### src/rtl/alu_seq_pkg.sv
// Shared types and constants for the HI/LO multiply-accumulate sequencer.
package alu_seq_pkg;

    localparam int DATA_W_DEF = 32;

    typedef enum logic [2:0] {
        OP_RSVD0 = 3'd0,
        OP_MUL   = 3'd1,
        OP_MADD  = 3'd2,
        OP_MADDU = 3'd3,
        OP_MTHI  = 3'd4,
        OP_MTLO  = 3'd5,
        OP_CLR   = 3'd6,
        OP_RSVD7 = 3'd7
    } op_code_e;

    typedef enum logic {
        ST_IDLE,
        ST_CALC
    } state_e;

    // Number of CALC cycles needed to retire every multiplier bit.
    function automatic int step_count(input int data_w, input int bits_per_cycle);
        return data_w / bits_per_cycle;
    endfunction

endpackage

### src/rtl/hilo_mac_sequencer_mul_step.sv
// One shift-add iteration: folds BPC multiplier bits into the 2*DATA_W accumulator.
module mul_step
    import alu_seq_pkg::*;
#(
    parameter int DATA_W = DATA_W_DEF,
    parameter int BPC    = 2,
    parameter int SW     = $clog2(DATA_W)
) (
    input  logic [2*DATA_W-1:0] acc_i,
    input  logic [DATA_W-1:0]   mcand_i,
    input  logic [BPC-1:0]      bits_i,
    input  logic [SW-1:0]       shift_i,
    output logic [2*DATA_W-1:0] acc_o
);

    logic [2*DATA_W-1:0] mcand_ext;

    assign mcand_ext = {{DATA_W{1'b0}}, mcand_i};

    always_comb begin
        acc_o = acc_i;
        for (int i = 0; i < BPC; i++) begin
            if (bits_i[i]) begin
                acc_o = acc_o + (mcand_ext << (32'(shift_i) + i));
            end
        end
    end

endmodule

### src/rtl/hilo_mac_sequencer.sv
// Owns HI/LO; runs mul/madd/maddu through an iterative shift-add multiplier
// and services mthi/mtlo/clr in a single cycle.
module hilo_mac_sequencer
    import alu_seq_pkg::*;
#(
    parameter int DATA_W         = DATA_W_DEF,
    parameter int BITS_PER_CYCLE = 2
) (
    input  logic              clk,
    input  logic              reset,
    input  logic              op_valid,
    output logic              op_ready,
    input  logic [2:0]        op_code,
    input  logic [DATA_W-1:0] rs,
    input  logic [DATA_W-1:0] rt,
    output logic              done_valid,
    output logic [DATA_W-1:0] mul_rd,
    output logic [DATA_W-1:0] hi,
    output logic [DATA_W-1:0] lo,
    output logic              busy
);

    localparam int N  = step_count(DATA_W, BITS_PER_CYCLE);
    localparam int CW = $clog2(N + 1);
    localparam int SW = $clog2(DATA_W);
    localparam int AW = 2 * DATA_W;

    state_e            state_q, state_d;
    logic [CW-1:0]     cnt_q, cnt_d;
    logic [SW-1:0]     shift_q, shift_d;
    logic [DATA_W-1:0] mcand_q, mcand_d;
    logic [DATA_W-1:0] mplier_q, mplier_d;
    logic [AW-1:0]     acc_q, acc_d;
    logic              neg_q, neg_d;
    logic              accum_q, accum_d;
    logic [DATA_W-1:0] hi_q, hi_d;
    logic [DATA_W-1:0] lo_q, lo_d;
    logic [DATA_W-1:0] mul_rd_q, mul_rd_d;
    logic              done_q, done_d;

    op_code_e          op;
    logic              accept;
    logic [DATA_W-1:0] rs_mag, rt_mag;
    logic [AW-1:0]     acc_nxt, prod, sum;

    assign op       = op_code_e'(op_code);
    assign op_ready = (state_q == ST_IDLE);
    assign busy     = ~op_ready;
    assign accept   = op_valid && op_ready;

    // Negating 0x80..0 yields 0x80..0, which read unsigned is exactly 2^(W-1).
    assign rs_mag = rs[DATA_W-1] ? -rs : rs;
    assign rt_mag = rt[DATA_W-1] ? -rt : rt;

    mul_step #(
        .DATA_W (DATA_W),
        .BPC    (BITS_PER_CYCLE),
        .SW     (SW)
    ) u_step (
        .acc_i   (acc_q),
        .mcand_i (mcand_q),
        .bits_i  (mplier_q[BITS_PER_CYCLE-1:0]),
        .shift_i (shift_q),
        .acc_o   (acc_nxt)
    );

    assign prod = neg_q ? -acc_nxt : acc_nxt;
    assign sum  = {hi_q, lo_q} + prod;

    always_comb begin
        state_d  = state_q;
        cnt_d    = cnt_q;
        shift_d  = shift_q;
        mcand_d  = mcand_q;
        mplier_d = mplier_q;
        acc_d    = acc_q;
        neg_d    = neg_q;
        accum_d  = accum_q;
        hi_d     = hi_q;
        lo_d     = lo_q;
        mul_rd_d = mul_rd_q;
        done_d   = 1'b0;

        unique case (state_q)
            ST_IDLE: begin
                if (accept) begin
                    unique case (op)
                        OP_MUL, OP_MADD, OP_MADDU: begin
                            state_d = ST_CALC;
                            cnt_d   = CW'(N);
                            shift_d = '0;
                            acc_d   = '0;
                            accum_d = (op != OP_MUL);
                            if (op == OP_MADDU) begin
                                neg_d    = 1'b0;
                                mcand_d  = rs;
                                mplier_d = rt;
                            end else begin
                                neg_d    = rs[DATA_W-1] ^ rt[DATA_W-1];
                                mcand_d  = rs_mag;
                                mplier_d = rt_mag;
                            end
                        end
                        OP_MTHI: begin
                            hi_d   = rs;
                            done_d = 1'b1;
                        end
                        OP_MTLO: begin
                            lo_d   = rs;
                            done_d = 1'b1;
                        end
                        OP_CLR: begin
                            hi_d   = '0;
                            lo_d   = '0;
                            done_d = 1'b1;
                        end
                        default: ;
                    endcase
                end
            end
            ST_CALC: begin
                acc_d    = acc_nxt;
                mplier_d = mplier_q >> BITS_PER_CYCLE;
                shift_d  = shift_q + SW'(BITS_PER_CYCLE);
                cnt_d    = cnt_q - 1'b1;
                // Final step: HI/LO are only touched here, never mid-CALC.
                if (cnt_q == CW'(1)) begin
                    state_d = ST_IDLE;
                    done_d  = 1'b1;
                    if (accum_q) begin
                        {hi_d, lo_d} = sum;
                    end else begin
                        {hi_d, lo_d} = prod;
                        mul_rd_d     = prod[DATA_W-1:0];
                    end
                end
            end
            default: state_d = ST_IDLE;
        endcase
    end

    always_ff @(posedge clk) begin
        if (reset) begin
            state_q  <= ST_IDLE;
            cnt_q    <= '0;
            shift_q  <= '0;
            mcand_q  <= '0;
            mplier_q <= '0;
            acc_q    <= '0;
            neg_q    <= 1'b0;
            accum_q  <= 1'b0;
            hi_q     <= '0;
            lo_q     <= '0;
            mul_rd_q <= '0;
            done_q   <= 1'b0;
        end else begin
            state_q  <= state_d;
            cnt_q    <= cnt_d;
            shift_q  <= shift_d;
            mcand_q  <= mcand_d;
            mplier_q <= mplier_d;
            acc_q    <= acc_d;
            neg_q    <= neg_d;
            accum_q  <= accum_d;
            hi_q     <= hi_d;
            lo_q     <= lo_d;
            mul_rd_q <= mul_rd_d;
            done_q   <= done_d;
        end
    end

    assign hi         = hi_q;
    assign lo         = lo_q;
    assign mul_rd     = mul_rd_q;
    assign done_valid = done_q;

endmodule

### config.mk
export PLATFORM = sky130hd
export DESIGN_NAME = hilo_mac_sequencer
export DESIGN_NICKNAME = d
export VERILOG_FILES = /design/src/rtl/alu_seq_pkg.sv /design/src/rtl/hilo_mac_sequencer_mul_step.sv /design/src/rtl/hilo_mac_sequencer.sv
export SDC_FILE = /design/constraint.sdc
export NUM_CORES = 1
export LEC_CHECK = 0
export ABC_AREA = 0
export CORE_MARGIN = 3
export CORE_UTILIZATION = 28
export DETAILED_ROUTE_END_ITERATION = 16
export SYNTH_ARGS = -nofsm -noshare
export SYNTH_HDL_FRONTEND = slang
export SYNTH_SLANG_ARGS = --single-unit
### constraint.sdc
create_clock -name clk -period 21.8 [get_ports clk]
set_input_delay 4.36 -clock clk [delete_from_list [all_inputs] [get_ports clk]]
set_output_delay 4.36 -clock clk [all_outputs]
set_load 0.01 [all_outputs]
Word-level counts from Yosys, hierarchy flattened
Index checks and enable logic that the tools add are counted.
{"block": "word_totals", "in_bits": 70, "regBits": 238, "word_cells": 85}
{"block": "op_classes", "n_shift": 2, "bitwise": 3, "n_mux": 38, "reduce_logical": 8, "add_sub_neg": 9, "eq_ne": 13}
{"operator": "2-to-1 mux 32 bit", "count": 12}
{"operator": "2-to-1 mux 64 bit", "count": 5}
{"operator": "one-hot mux 32 bit (2 select lines)", "count": 5}
{"operator": "adder 64 bit", "count": 3}
{"operator": "one-hot mux 64 bit (2 select lines)", "count": 1}
{"operator": "negator 32 bit", "count": 2}
{"operator": "negator 64 bit", "count": 1}
{"operator": "<< shifter 32 x 32 -> 64 bit", "count": 1}
{"operator": "<< shifter 32 x 5 -> 64 bit", "count": 1}
{"operator": "2-to-1 mux 5 bit", "count": 4}
{"operator": "one-hot mux 5 bit (2 select lines)", "count": 2}
{"operator": "AND reduction 3 bit", "count": 4}
{"operator": "== test 3 bit, second input constant", "count": 3}
{"operator": "!= test 3 x 1 -> 1 bit, second input constant", "count": 3}
{"operator": "2-to-1 mux 1 bit", "count": 7}
{"operator": "adder 5 x 1 -> 6 bit, second input constant", "count": 1}
{"operator": "== test 3 x 2 -> 1 bit, second input constant", "count": 2}
{"operator": "!= test 2 x 1 -> 1 bit, second input constant", "count": 3}
{"operator": "OR reduction 3 bit", "count": 2}
{"operator": "adder 5 x 2 -> 5 bit, second input constant", "count": 1}
{"operator": "== test 5 x 1 -> 1 bit, second input constant", "count": 1}
{"operator": "subtractor 5 x 1 -> 5 bit, second input constant", "count": 1}
{"operator": "one-hot mux 1 bit (2 select lines)", "count": 2}
{"operator": "== test 3 x 1 -> 1 bit, second input constant", "count": 1}
{"operator": "other kinds (4)", "count": 5}

Logic depth before layout (Yosys ltp)
{"block": "depth", "ltp_word": 11, "ltp_mapped": 50, "ltp_nobuf": 44}

By module
A second synthesis with hierarchy kept.
{"block": "hier_totals", "hier_cells": 4014, "hier_area_um2": 29510.8}
{"module": "hilo_mac_sequencer", "seq_area_each_um2": 4744.6, "area_each_um2": 15967.8, "cells_each": 2065, "n_inst": 1}
{"module": "mul_step", "seq_area_each_um2": 0.0, "area_each_um2": 13543.0, "cells_each": 1949, "n_inst": 1}

Worst setup path after synthesis
OpenSTA, ideal clock, no wires.
{"block": "synth_path", "path_kind": "reg2reg", "start": "register shift_q[2]", "end": "register hi_q[31], in the netlist hi[31]", "stages_incl_launch_ff": 43, "setup_time_ns": 0.091, "setup_slack_ns": 11.525, "synth_period_minus_slack_ns": 10.275, "required_ns": 21.709, "arrival_time_ns": 10.184, "path_cell_list": "dfxtp_1 > clkbuf_1 > buf_1 > clkbuf_1 > mux4_2 > mux2i_1 > o22ai_1 > ha_1 > clkbuf_1 > nand4_1 > or4_1 > o22ai_1 > or2_2 > nor2_1 > xnor2_1 > mux2_2 > ha_1 > clkbuf_1 > [7 not listed] > nand2b_1 > or3_1 > o31ai_1 > xor2_1 > ha_1 > clkbuf_1 > and3_1 > and3_1 > and3_1 > a211oi_1 > a21oi_1 > a311oi_1 > o211ai_1 > a21o_1 > a21oi_1 > xnor3_1 > nand2b_1 > a311oi_1"}
{"block": "synth_between", "elab_chain_len": 11}
{"item": "start: declaration", "line": "hilo_mac_sequencer.sv:30", "rtl": "logic [SW-1:0] shift_q, shift_d;"}
{"item": "start signal: assignment", "line": "hilo_mac_sequencer.sv:159", "rtl": "shift_q <= shift_d;"}
{"item": "<< shifter 32 x 5 -> 64 bit", "line": "hilo_mac_sequencer_mul_step.sv:24", "rtl": "acc_o = acc_o + (mcand_ext << (32'(shift_i) + i));"}
{"item": "adder 64 bit", "line": "hilo_mac_sequencer_mul_step.sv:24"}
{"item": "2-to-1 mux 64 bit", "line": "hilo_mac_sequencer_mul_step.sv:23", "rtl": "if (bits_i[i]) begin"}
{"item": "adder 64 bit", "line": "hilo_mac_sequencer_mul_step.sv:24"}
{"item": "2-to-1 mux 64 bit *", "line": "hilo_mac_sequencer_mul_step.sv:23"}
{"item": "negator 64 bit", "line": "hilo_mac_sequencer.sv:67", "rtl": "assign prod = neg_q ? -acc_nxt : acc_nxt;"}
{"item": "2-to-1 mux 64 bit *", "line": "hilo_mac_sequencer.sv:67"}
{"item": "via prod[29]", "line": "hilo_mac_sequencer.sv:44", "rtl": "logic [AW-1:0] acc_nxt, prod, sum;"}
{"item": "adder 64 bit *", "line": "hilo_mac_sequencer.sv:68", "rtl": "assign sum = {hi_q, lo_q} + prod;"}
{"item": "2-to-1 mux 32 bit *", "line": "hilo_mac_sequencer.sv:130", "rtl": "if (accum_q) begin"}
{"item": "2-to-1 mux 32 bit *", "line": "hilo_mac_sequencer.sv:127", "rtl": "if (cnt_q == CW'(1)) begin"}
{"item": "one-hot mux 32 bit (2 select lines) *", "line": "hilo_mac_sequencer.sv:84", "rtl": "unique case (state_q)"}
{"item": "end signal: assignment", "line": "hilo_mac_sequencer.sv:165", "rtl": "hi_q <= hi_d;"}
{"item": "end: declaration", "line": "hilo_mac_sequencer.sv:36", "rtl": "logic [DATA_W-1:0] hi_q, hi_d;"}
The timed path passes the listed nets; every way through them passes the cells marked *. The select of a mux whose other input is x is not followed.
A chain may end at the register's enable or synchronous reset.

Final worst setup path
{"block": "layout_path", "start": "register shift_q[3]", "end": "register hi_q[31], in the netlist hi[31]"}
{"block": "layout_between", "elab_chain_len": 11}
{"item": "<< shifter 32 x 5 -> 64 bit", "line": "hilo_mac_sequencer_mul_step.sv:24"}
{"item": "adder 64 bit", "line": "hilo_mac_sequencer_mul_step.sv:24"}
{"item": "2-to-1 mux 64 bit", "line": "hilo_mac_sequencer_mul_step.sv:23"}
{"item": "adder 64 bit", "line": "hilo_mac_sequencer_mul_step.sv:24"}
{"item": "2-to-1 mux 64 bit *", "line": "hilo_mac_sequencer_mul_step.sv:23"}
{"item": "negator 64 bit", "line": "hilo_mac_sequencer.sv:67"}
{"item": "2-to-1 mux 64 bit *", "line": "hilo_mac_sequencer.sv:67"}
{"item": "adder 64 bit", "line": "hilo_mac_sequencer.sv:68"}
{"item": "2-to-1 mux 32 bit *", "line": "hilo_mac_sequencer.sv:130"}
{"item": "2-to-1 mux 32 bit *", "line": "hilo_mac_sequencer.sv:127"}
{"item": "one-hot mux 32 bit (2 select lines) *", "line": "hilo_mac_sequencer.sv:84"}
Mark *: on every way between the ends. The rest lies on a longest branch, timed or not. The select of a mux whose other input is x is not followed.

==> results.md <==
* Register-to-register path setup slack at 7.96 ns
* Global-route wire length before repair at 192000 µm
* Placed Cells at 5410
* Worst Hold Depth at 2
* Power Total at 0.00153 W
* Leading cell types by count after synthesis: 541 x sky130_fd_sc_hd__nor2_1, 442 x sky130_fd_sc_hd__nand2_1, 370 x sky130_fd_sc_hd__a21oi_1, 263 x sky130_fd_sc_hd__o21ai_0, 246 x sky130_fd_sc_hd__clkbuf_1
* Fraction of post-synthesis cell area in the top cell type by area at 0.165
* Clock insertion delay at the later pin of the skew report at 0.61 ns
* Synth cell types at 94
* CP max FO at 33
* Placeable Area at 0.101 mm²
* Startpoint type of the worst setup path: register
* Share of the clock period used by the worst path after layout at 0.635
* Global routing usage summed across all routing layers at 0.233
* Setup Total Neg Slack at 0 ns
* Ports placed on the boundary at 169
* Library cell appearing most often on the critical path: sky130_fd_sc_hd__a21oi_1
* Capture endpoint of the worst hold path: mul_rd[21]$_SDFFE_PP0P_
* Number of global-route vias before repair at 29800
* Overall via count from detail_route at 32400
* Count of final hold-check violations at 0
* LEAKAGE at 12.5 nW
* Worst clock skew on the final layout at 0.0168 ns
* Peak per-stage delay on the critical path at 1.00 ns
* Total count of max-transition violations in the final report at 0
* Number of setup buffers added after CTS at 0
* Cts-stage hold buffer count at 0
* Weighted congestion at the end of routability-driven global placement at 0.997
* Core occupancy in the finished layout at 0.323
* Area growth from synthesis to final layout at 13.5%
* Worst Path Required at 22.32 ns
* Fillers at 11000
* Timing-limited maximum frequency at 0.0722 GHz
* Data arrival time of the worst path at 14.36 ns
* Start point of the worst min-delay path: mul_rd[21]$_SDFFE_PP0P_
* Pin count of the biggest net entering global routing at 83
* TritonCTS buffer count at 31
* Hpwl dp at 103000 µm
* Worst Reg-to-Reg Cells at 38
* Number of standard cells after synthesis at 4113
* Final net count at 4363
* Cell taking the most area after synthesis: sky130_fd_sc_hd__dfxtp_1
* Starting utilization of the core area at 0.284
* Register area share after synthesis at 0.165
* Die area at 0.106 mm²
* Slew at the pin closest to its max-slew limit at 1.25 ns
* Die X at 326 µm
* Worst flop-to-flop path startpoint: shift_q[3]$_SDFFE_PP0P_
* Site row count at 116
* Share of flip-flops with an asynchronous set or reset at 0
* 1st-iter DRT viols at 3555
* CTS tree: done
* Ratio of cells with drive above 1 in the final layout at 0.0543
* Mapped Avg Cell Area at 6.97 µm²
* Wire length per cell at 23.9 µm
* GRT overflow at 0
* Resized cells post-CTS at 0
* Critical path capture point type: register
* DRC violations left at 0
* Most used flip-flop cell after synthesis: sky130_fd_sc_hd__dfxtp_1
* H-tree depth at 1
* Worst-case headroom to the max-slew limit at 0.145
* Worst ir drop on vdd at 0.0568 mV
* Maxcap violations at 0
* Status: completed
* Ratio of routed vias to standard cells at 5.93
* Length of the first detailed-routing pass in iterations at 6
* Capture point of the worst reg-to-reg path: hi[31]$_SDFFE_PP0P_
* Slowest CP cell: sky130_fd_sc_hd__a2111oi_0
* Top-count cell post-synth: sky130_fd_sc_hd__nor2_1
* Wire length reported by the detailed router at 131000 µm
* Buffers added on ports at 168
* Hold WC Path Type: reg2reg
* Max Buffers Root-to-Sink at 3
* Number of sinks driven by the clock tree at 237
* Synth warn at 0
* Cell area after technology mapping at 0.0287 mm²
* Chip height at 326 µm
* Setup repair after global routing missed its margin: false
* Ratio of total power to cell area at 47.0 mW/mm²
* Synthesized flop and latch total at 237
* Leading post-synthesis cells by cell area: sky130_fd_sc_hd__dfxtp_1 17%, sky130_fd_sc_hd__ha_1 8.9%, sky130_fd_sc_hd__nor2_1 7.1%
* Initial antenna violation count at 1
* Final-layout worst hold slack at 0.459 ns
* Final Instance Count excl. Fillers at 5468
* Root buf cell: sky130_fd_sc_hd__clkbuf_16
* Clock Pin Slew Worst Setup and Hold Paths at 0.07 ns
* Final setup vio count at 0
* Critical path class: reg2reg
* Number of enable-type register cells in the synthesized netlist at 0
* Count of antenna-violating nets left after detailed routing at 0
* Minimum clock period at 13.84 ns
[logic make-up after synthesis]
family / share of synthesized area
and+or+nand+nor: 0.242
AOI/OAI and AO/OA: 0.324
buffers and inverters: 0.0508
xor gates and xnor gates: 0.0771
DFF: 0.165
adders and majority gates: 0.0911
muxes: 0.0493
other: 0.000131
[stage by stage]
stage	worst slack, ns	cell area (µm²)
floorplan	11.53	28700
global placement	8.27	31400
detailed placement	8.25	31400
CTS	8.19	32600
global route	7.23	32600
finish	7.96	32600
[worst max path at each step]
stage,start,slack (ns),end,cells after the start
after global routing,shift_q[3]$_SDFFE_PP0P_,7.23,hi[31]$_SDFFE_PP0P_,38
after global placement,shift_q[2]$_SDFFE_PP0P_,8.27,hi[31]$_SDFFE_PP0P_,40
final,shift_q[3]$_SDFFE_PP0P_,7.96,hi[31]$_SDFFE_PP0P_,38
after CTS,shift_q[2]$_SDFFE_PP0P_,8.19,hi[31]$_SDFFE_PP0P_,40
after detailed placement,shift_q[2]$_SDFFE_PP0P_,8.25,hi[31]$_SDFFE_PP0P_,40
after floorplan,shift_q[2]$_SDFFE_PP0P_,11.53,hi[31]$_SDFFE_PP0P_,42
[registers in the layout (all words and copies together), names as in the netlist]
signal / count
lo: 32
hi: 32
neg_q: 1
mcand_q: 32
busy: 1
done_valid: 1
mplier_q: 32
accum_q: 1
acc_q: 64
shift_q: 4
cnt_q: 5
mul_rd: 32
[placed cells by master (no fill, tap or decap), types with 27 or more instances in the layout]
cell type,n
sky130_fd_sc_hd__nor2_1,539
sky130_fd_sc_hd__nand2_1,442
sky130_fd_sc_hd__a21oi_1,369
sky130_fd_sc_hd__o21ai_0,263
sky130_fd_sc_hd__dfxtp_1,229
sky130_fd_sc_hd__ha_1,204
sky130_fd_sc_hd__clkdlybuf4s50_1,167
sky130_fd_sc_hd__xnor2_1,160
sky130_fd_sc_hd__nor3_1,114
sky130_fd_sc_hd__inv_1,106
sky130_fd_sc_hd__xor2_1,90
sky130_fd_sc_hd__a21o_1,88
sky130_fd_sc_hd__a211oi_1,84
sky130_fd_sc_hd__nand4_1,80
sky130_fd_sc_hd__nand3_1,70
sky130_fd_sc_hd__mux2i_1,68
sky130_fd_sc_hd__a22oi_1,66
sky130_fd_sc_hd__o21a_1,49
sky130_fd_sc_hd__mux2_2,49
sky130_fd_sc_hd__a221oi_1,46
sky130_fd_sc_hd__buf_4,46
sky130_fd_sc_hd__or3_1,45
sky130_fd_sc_hd__nand2b_1,44
sky130_fd_sc_hd__o211ai_1,43
sky130_fd_sc_hd__o31ai_1,41
sky130_fd_sc_hd__o21bai_1,36
sky130_fd_sc_hd__nor2b_1,34
sky130_fd_sc_hd__o22ai_1,33
sky130_fd_sc_hd__a222oi_1,32
sky130_fd_sc_hd__clkbuf_16,31
sky130_fd_sc_hd__and3_1,27
[critical path, delay by kind of cell (launching register included)]
| family | cells | cell delay [ns] |
|---|---|---|
| adder cells (fa/ha/maj) | 3 | 1.53 |
| multiplexers | 1 | 0.25 |
| AND/OR/NAND/NOR | 10 | 3.42 |
| flip-flops | 1 | 0.63 |
| AO/OA/AOI/OAI | 19 | 5.98 |
| buffers and inverters | 2 | 1.27 |
| XOR/XNOR | 3 | 0.67 |
[where the power goes]
group          switching [W]  internal [W]  total, W
Clock               0.000235      0.000343  0.000578
Sequential         0.0000281      0.000452  0.000480
Combinational       0.000309      0.000163  0.000472
[area by class of cell]
| type | instances | area (µm²) | area share |
|---|---|---|---|
| timing repair buffer | 214 | 2030 | 0.0624 |
| inverter | 110 | 413 | 0.0127 |
| multi-input combinational | 3492 | 22500 | 0.692 |
| tap | 1357 | 1700 | 0.0522 |
| sequential | 237 | 4760 | 0.146 |
| clock buffer | 36 | 825 | 0.0253 |
| clock inverter | 21 | 294 | 0.00903 |
| antenna | 1 | 2.50 | 0.0000769 |
[metal layers]
metal  up-vias  GRT usage  wire [µm]
met5         -          0          0
li1      15200          -          -
met4         0     0.0689       4310
met3       188     0.0374      11200
met1     15600      0.328      58700
met2      1409      0.364      56700
(Power assumes the default switching activity.)
